$ cat config.mk
export PLATFORM = sky130hd
export DESIGN_NAME = mem_arbiter
export DESIGN_NICKNAME = d
export VERILOG_FILES = /design/src/rtl/mem_arb_pkg.sv /design/src/rtl/mem_arb_rd_pipe.sv /design/src/rtl/mem_arbiter.sv
export SDC_FILE = /design/constraint.sdc
export NUM_CORES = 1
export LEC_CHECK = 0
export BUFFER_PORTS_ARGS = -buffer_cell sky130_fd_sc_hd__buf_4
export CORE_MARGIN = 2
export CORE_UTILIZATION = 29
export CTS_CLUSTER_DIAMETER = 120
export DETAILED_ROUTE_END_ITERATION = 16
export GPL_TIMING_DRIVEN = 0
export PLACE_DENSITY = 0.81
export REMOVE_ABC_BUFFERS = 1
export SLEW_MARGIN = 20
export SYNTH_ARGS = -nofsm -noshare
export SYNTH_HDL_FRONTEND = slang
export SYNTH_SLANG_ARGS = --single-unit
export TNS_END_PERCENT = 5
$ cat constraint.sdc
create_clock -name i_clk -period 3 [get_ports i_clk]
set_input_delay 0.75 -clock i_clk [delete_from_list [all_inputs] [get_ports i_clk]]
set_output_delay 0.75 -clock i_clk [all_outputs]
set_load 0.01 [all_outputs]
$ cat src/rtl/mem_arb_pkg.sv
// Shared types and constants for the two-port RAM arbiter.
// Lock support in the arbiter is enabled by defining MEM_ARB_LOCK_EN.
package mem_arb_pkg;

    typedef enum logic [1:0] {
        RR0,
        RR1,
        LOCK0,
        LOCK1
    } arb_state_t;

    typedef struct packed {
        logic valid;
        logic port;
    } rd_tag_t;

    localparam logic PORT_CPU = 1'b0;
    localparam logic PORT_LDR = 1'b1;

endpackage

$ cat src/rtl/mem_arb_rd_pipe.sv
// Fixed-latency read-tag shift register; the head tag lines up with RAM read data.
module mem_arb_rd_pipe
    import mem_arb_pkg::*;
#(
    parameter int RD_LAT = 1
) (
    input  logic i_clk,
    input  logic i_clr,
    input  logic i_tag_valid,
    input  logic i_tag_port,
    output logic o_head_valid,
    output logic o_head_port
);

    rd_tag_t r_tags [RD_LAT];

    always_ff @(posedge i_clk) begin
        if (i_clr) begin
            for (int i = 0; i < RD_LAT; i++) begin
                r_tags[i] <= '0;
            end
        end else begin
            r_tags[0] <= '{valid: i_tag_valid, port: i_tag_port};
            for (int i = 1; i < RD_LAT; i++) begin
                r_tags[i] <= r_tags[i-1];
            end
        end
    end

    assign o_head_valid = r_tags[RD_LAT-1].valid;
    assign o_head_port  = r_tags[RD_LAT-1].port;

endmodule

$ cat src/rtl/mem_arbiter.sv
// Round-robin arbiter sharing one single-port RAM between CPU (port 0) and loader (port 1).
// Define MEM_ARB_LOCK_EN to let a port hold the grant across beats via lock0/lock1.
module mem_arbiter
    import mem_arb_pkg::*;
#(
    parameter int AW     = 8,
    parameter int DW     = 16,
    parameter int RD_LAT = 1
) (
    input  logic          i_clk,
    input  logic          i_rst,
    input  logic          i_req0,
    input  logic          i_req1,
    input  logic          i_we0,
    input  logic          i_we1,
    input  logic [AW-1:0] i_addr0,
    input  logic [AW-1:0] i_addr1,
    input  logic [DW-1:0] i_wdata0,
    input  logic [DW-1:0] i_wdata1,
    input  logic          i_lock0,
    input  logic          i_lock1,
    output logic          o_gnt0,
    output logic          o_gnt1,
    output logic          o_rvalid0,
    output logic          o_rvalid1,
    output logic [DW-1:0] o_rdata0,
    output logic [DW-1:0] o_rdata1,
    output logic          o_ram_w_en,
    output logic [AW-1:0] o_ram_addr,
    output logic [DW-1:0] o_ram_w_data,
    input  logic [DW-1:0] i_ram_r_data
);

    arb_state_t r_state;
    arb_state_t w_state_next;
    logic       w_gnt0;
    logic       w_gnt1;
    logic       w_head_valid;
    logic       w_head_port;

`ifndef MEM_ARB_LOCK_EN
    logic w_unused_lock;
    assign w_unused_lock = i_lock0 ^ i_lock1;
`endif

    always_comb begin
        w_gnt0 = 1'b0;
        w_gnt1 = 1'b0;
        case (r_state)
            RR0: begin
                w_gnt0 = i_req0;
                w_gnt1 = i_req1 & ~i_req0;
            end
            RR1: begin
                w_gnt1 = i_req1;
                w_gnt0 = i_req0 & ~i_req1;
            end
            LOCK0:   w_gnt0 = i_req0;
            LOCK1:   w_gnt1 = i_req1;
            default: ;
        endcase
        if (i_rst) begin
            w_gnt0 = 1'b0;
            w_gnt1 = 1'b0;
        end
    end

    // A grant hands priority to the other port; no grant keeps the state (incl. locks).
    always_comb begin
        w_state_next = r_state;
        if (w_gnt0) begin
`ifdef MEM_ARB_LOCK_EN
            w_state_next = i_lock0 ? LOCK0 : RR1;
`else
            w_state_next = RR1;
`endif
        end else if (w_gnt1) begin
`ifdef MEM_ARB_LOCK_EN
            w_state_next = i_lock1 ? LOCK1 : RR0;
`else
            w_state_next = RR0;
`endif
        end
    end

    always_ff @(posedge i_clk) begin
        if (i_rst) begin
            r_state <= RR0;
        end else begin
            r_state <= w_state_next;
        end
    end

    assign o_gnt0       = w_gnt0;
    assign o_gnt1       = w_gnt1;
    assign o_ram_addr   = w_gnt1 ? i_addr1 : i_addr0;
    assign o_ram_w_en   = (w_gnt0 & i_we0) | (w_gnt1 & i_we1);
    assign o_ram_w_data = w_gnt1 ? i_wdata1 : i_wdata0;

    mem_arb_rd_pipe #(
        .RD_LAT (RD_LAT)
    ) u_rd_pipe (
        .i_clk        (i_clk),
        .i_clr        (i_rst),
        .i_tag_valid  ((w_gnt0 & ~i_we0) | (w_gnt1 & ~i_we1)),
        .i_tag_port   (w_gnt1 ? PORT_LDR : PORT_CPU),
        .o_head_valid (w_head_valid),
        .o_head_port  (w_head_port)
    );

    // Gating with reset keeps a read that was in flight at reset from ever reporting.
    assign o_rvalid0 = w_head_valid & ~i_rst & (w_head_port == PORT_CPU);
    assign o_rvalid1 = w_head_valid & ~i_rst & (w_head_port == PORT_LDR);
    assign o_rdata0  = i_ram_r_data;
    assign o_rdata1  = i_ram_r_data;

endmodule

==> flow_summary_export.csv <==
group,metric,value,unit
placement,io_buffer_count,82,
worst_setup_path,crit_type,"input pin to primary output",
sta,setup_viol,0,
floorplan,die_h,55.6,µm
logic_synthesis,synth_warnings,0,
grt,grt_overflow,0,
floorplan,die_w,55.6,µm
cts,cts_resized,0,
logic_synthesis,synth.cell_area,772,µm²
cells_and_area,drive_gt1_share,86.2,%
sta,clock_skew,0.00301,ns
sta,whs,0.616,ns
worst_setup_path,start_kind,"input pin",
cells_and_area,final_area,1190,µm²
cts,post-cts-setup-buffers,0,
floorplan,start_util,30.9,%
hold_path,hold_depth,2,
logic_synthesis,synth_top_cell_area_share,35.0,%
cells_and_area,area_delta_synth_final,54.0,%
floorplan,coreArea,2500,µm²
grt,grt_usage,16.0,%
run_status,status,"finished, final reports clean",
logic_synthesis,synth.yosys.seq_area_share,7.78,%
logic_synthesis,synthArstFlopShare,0,%
route,ant_nets,0,
sta,rsz0062_at_grt,"no",
grt,antenna_found_initial,0,
grt,use_met3,13.3,%
grt,use_met2,23.1,%
run,max-cap-violations,0,
logic_synthesis,syn_inst,78,
cts,worstSkewPairLatency,0.23,ns
logic_synthesis,synth_common_cells,"32 x buf_4, 18 x mux2_4, 6 x mux2_2",
grt,grt_busiest_layer,"met2",
floorplan,die_area,3090,µm²
logic_synthesis,synth_area_leader_cell,"mux2_4",
logic_synthesis,ys_types,17,
sta,timing.final.crit_share,88.6,%
placement,gp_congestion,0.791,
logic_synthesis,synth_edf_count,0,
power,peakVddDrop,136,µV
cts,root_buffer,"clkbuf_4",
cts,path_clk_slew,0.03,ns
sta,drv_slew,0,
placement,placed_area,1160,µm²
sta,hold_viol,0,
worst_setup_path,r2r_slack,1.93,ns
cts,clockBufferDepth,2,
hold_path,hold_class,"flop to flop",
sta,fmax,376,MHz
cts,ctsHoldBuffers,0,
logic_synthesis,ys_ff_latch,3,
cts,tritoncts,"built",
logic_synthesis,synth.most_common_cell,"buf_4",
sta,fin_tns_setup,0,ns
route,routedWlPerCell,16.4,µm
route,drt_iter0_markers,7,
cts,cts-buffers-inserted,3,
floorplan,ios,133,
worst_setup_path,critPathCaptureType,"primary output",
logic_synthesis,synth_area_leaders,"mux2_4 35%, buf_4 31%, mux2_2 8.8%",
worst_setup_path,cp.arrival,1.91,ns
worst_setup_path,required,2.25,ns
floorplan,rows,18,
route,drt_pre_antenna_iters,4,
grt,grt_pass1_vias,754,
sta,fin_crit,2.66,ns
grt,grt_max_degree,27,
cells_and_area,diodes,0,
worst_setup_path,path_max_fanout,26,
logic_synthesis,synth_flop_cell,"dfxtp_1",
cells_and_area,layout.nets,203,
grt,met1_usage,16.2,%
cts,clock-sinks,3,
route,drc,0,
sta,max-slew-margin-rel,69.8,%
power,p_leak,0.000695,µW
route,wirelength,2620,µm
grt,grt_pass1_wl,3820,µm
route,vias,739,
worst_setup_path,reg2reg_depth,3,
power,p_per_area,242,nW/µm²
logic_synthesis,syn_area_per_cell,9.90,µm²
cts,htreeDepth,1,
route,vias_per_cell,4.62,
sta,worstMarginPinSlew,0.453,ns
[per-stage QoR]
| stage | cells | worst slack [ns] | util, % | total power [µW] |
|---|---|---|---|---|
| 6_report | 160 | 0.343 | 47.5 | 288 |
| 5_1_grt | 160 | 0.270 | 47.5 | 305 |
| 4_1_cts | 160 | 0.325 | 47.5 | 293 |
| 3_5_place_dp | 156 | 0.325 | 46.5 | 221 |
| 3_3_place_gp | 156 | 0.344 | 46.5 | 218 |
| 2_1_floorplan | 44 | 0.710 | - | 118 |
[cells by family after synthesis]
group,Yosys count,share of synthesized area (%)
AO/OA/AOI/OAI,3,2.43
buffers and inverters,36,35.0
flip-flops,3,7.78
multiplexers,24,43.8
AND/OR/NAND/NOR,12,11.0
[metal layers]
layer / share of wire, % / vias up / routed length (µm)
li1: - / 337 / -
met1: 33 / 313 / 876
met2: 46 / 87 / 1220
met3: 19 / 2 / 509
met4: 0.76 / 0 / 20
met5: 0 / - / 0
[state kept, by name (all words and copies together) (netlist names)]
name and flops:
r_state 1, u_rd_pipe.r_tags 2
[critical path, cell delays in order]
cell	delay, ns
buf_4	0.14
nand3b_4	0.43
mux2_4	0.43
buf_4	0.14
[where the power goes]
| part | switching [µW] | total (µW) | internal, µW |
|---|---|---|---|
| combinational | 57.0 | 174 | 117 |
| sequential | 1.61 | 44.5 | 42.9 |
| clock | 19.3 | 69.1 | 49.7 |
[cell usage in the layout (no fill, tap or decap)]
cell type,count
nand2b_4,1
clkbuf_4,3
buf_4,82
clkbuf_1,1
nand2_1,3
inv_1,2
or2_2,1
dfxtp_1,3
a21oi_1,1
nor3b_1,1
nor2_1,2
and3b_1,1
o32ai_1,1
mux2_2,6
nand3_1,2
nand3b_4,1
o21ai_0,1
mux2_4,18
[cell type report]
class                           count  area (µm²)
Clock buffer                        4        26.3
Fill cell                         217        1310
Inverter                            2        7.51
Multi-Input combinational cell     39         442
Sequential cell                     3        60.1
Tap cell                           30        37.5
Timing Repair Buffer               82         616
[final timing paths]
| kind | startpoint | to |
|---|---|---|
| max reg2reg | r_state[0] | u_rd_pipe.r_tags[0][0] |
| min | r_state[0] | r_state[0] |
| min reg2reg | r_state[0] | r_state[0] |
| max | i_rst | o_ram_w_data[0] |
Power figures use the tool's default switching activity.
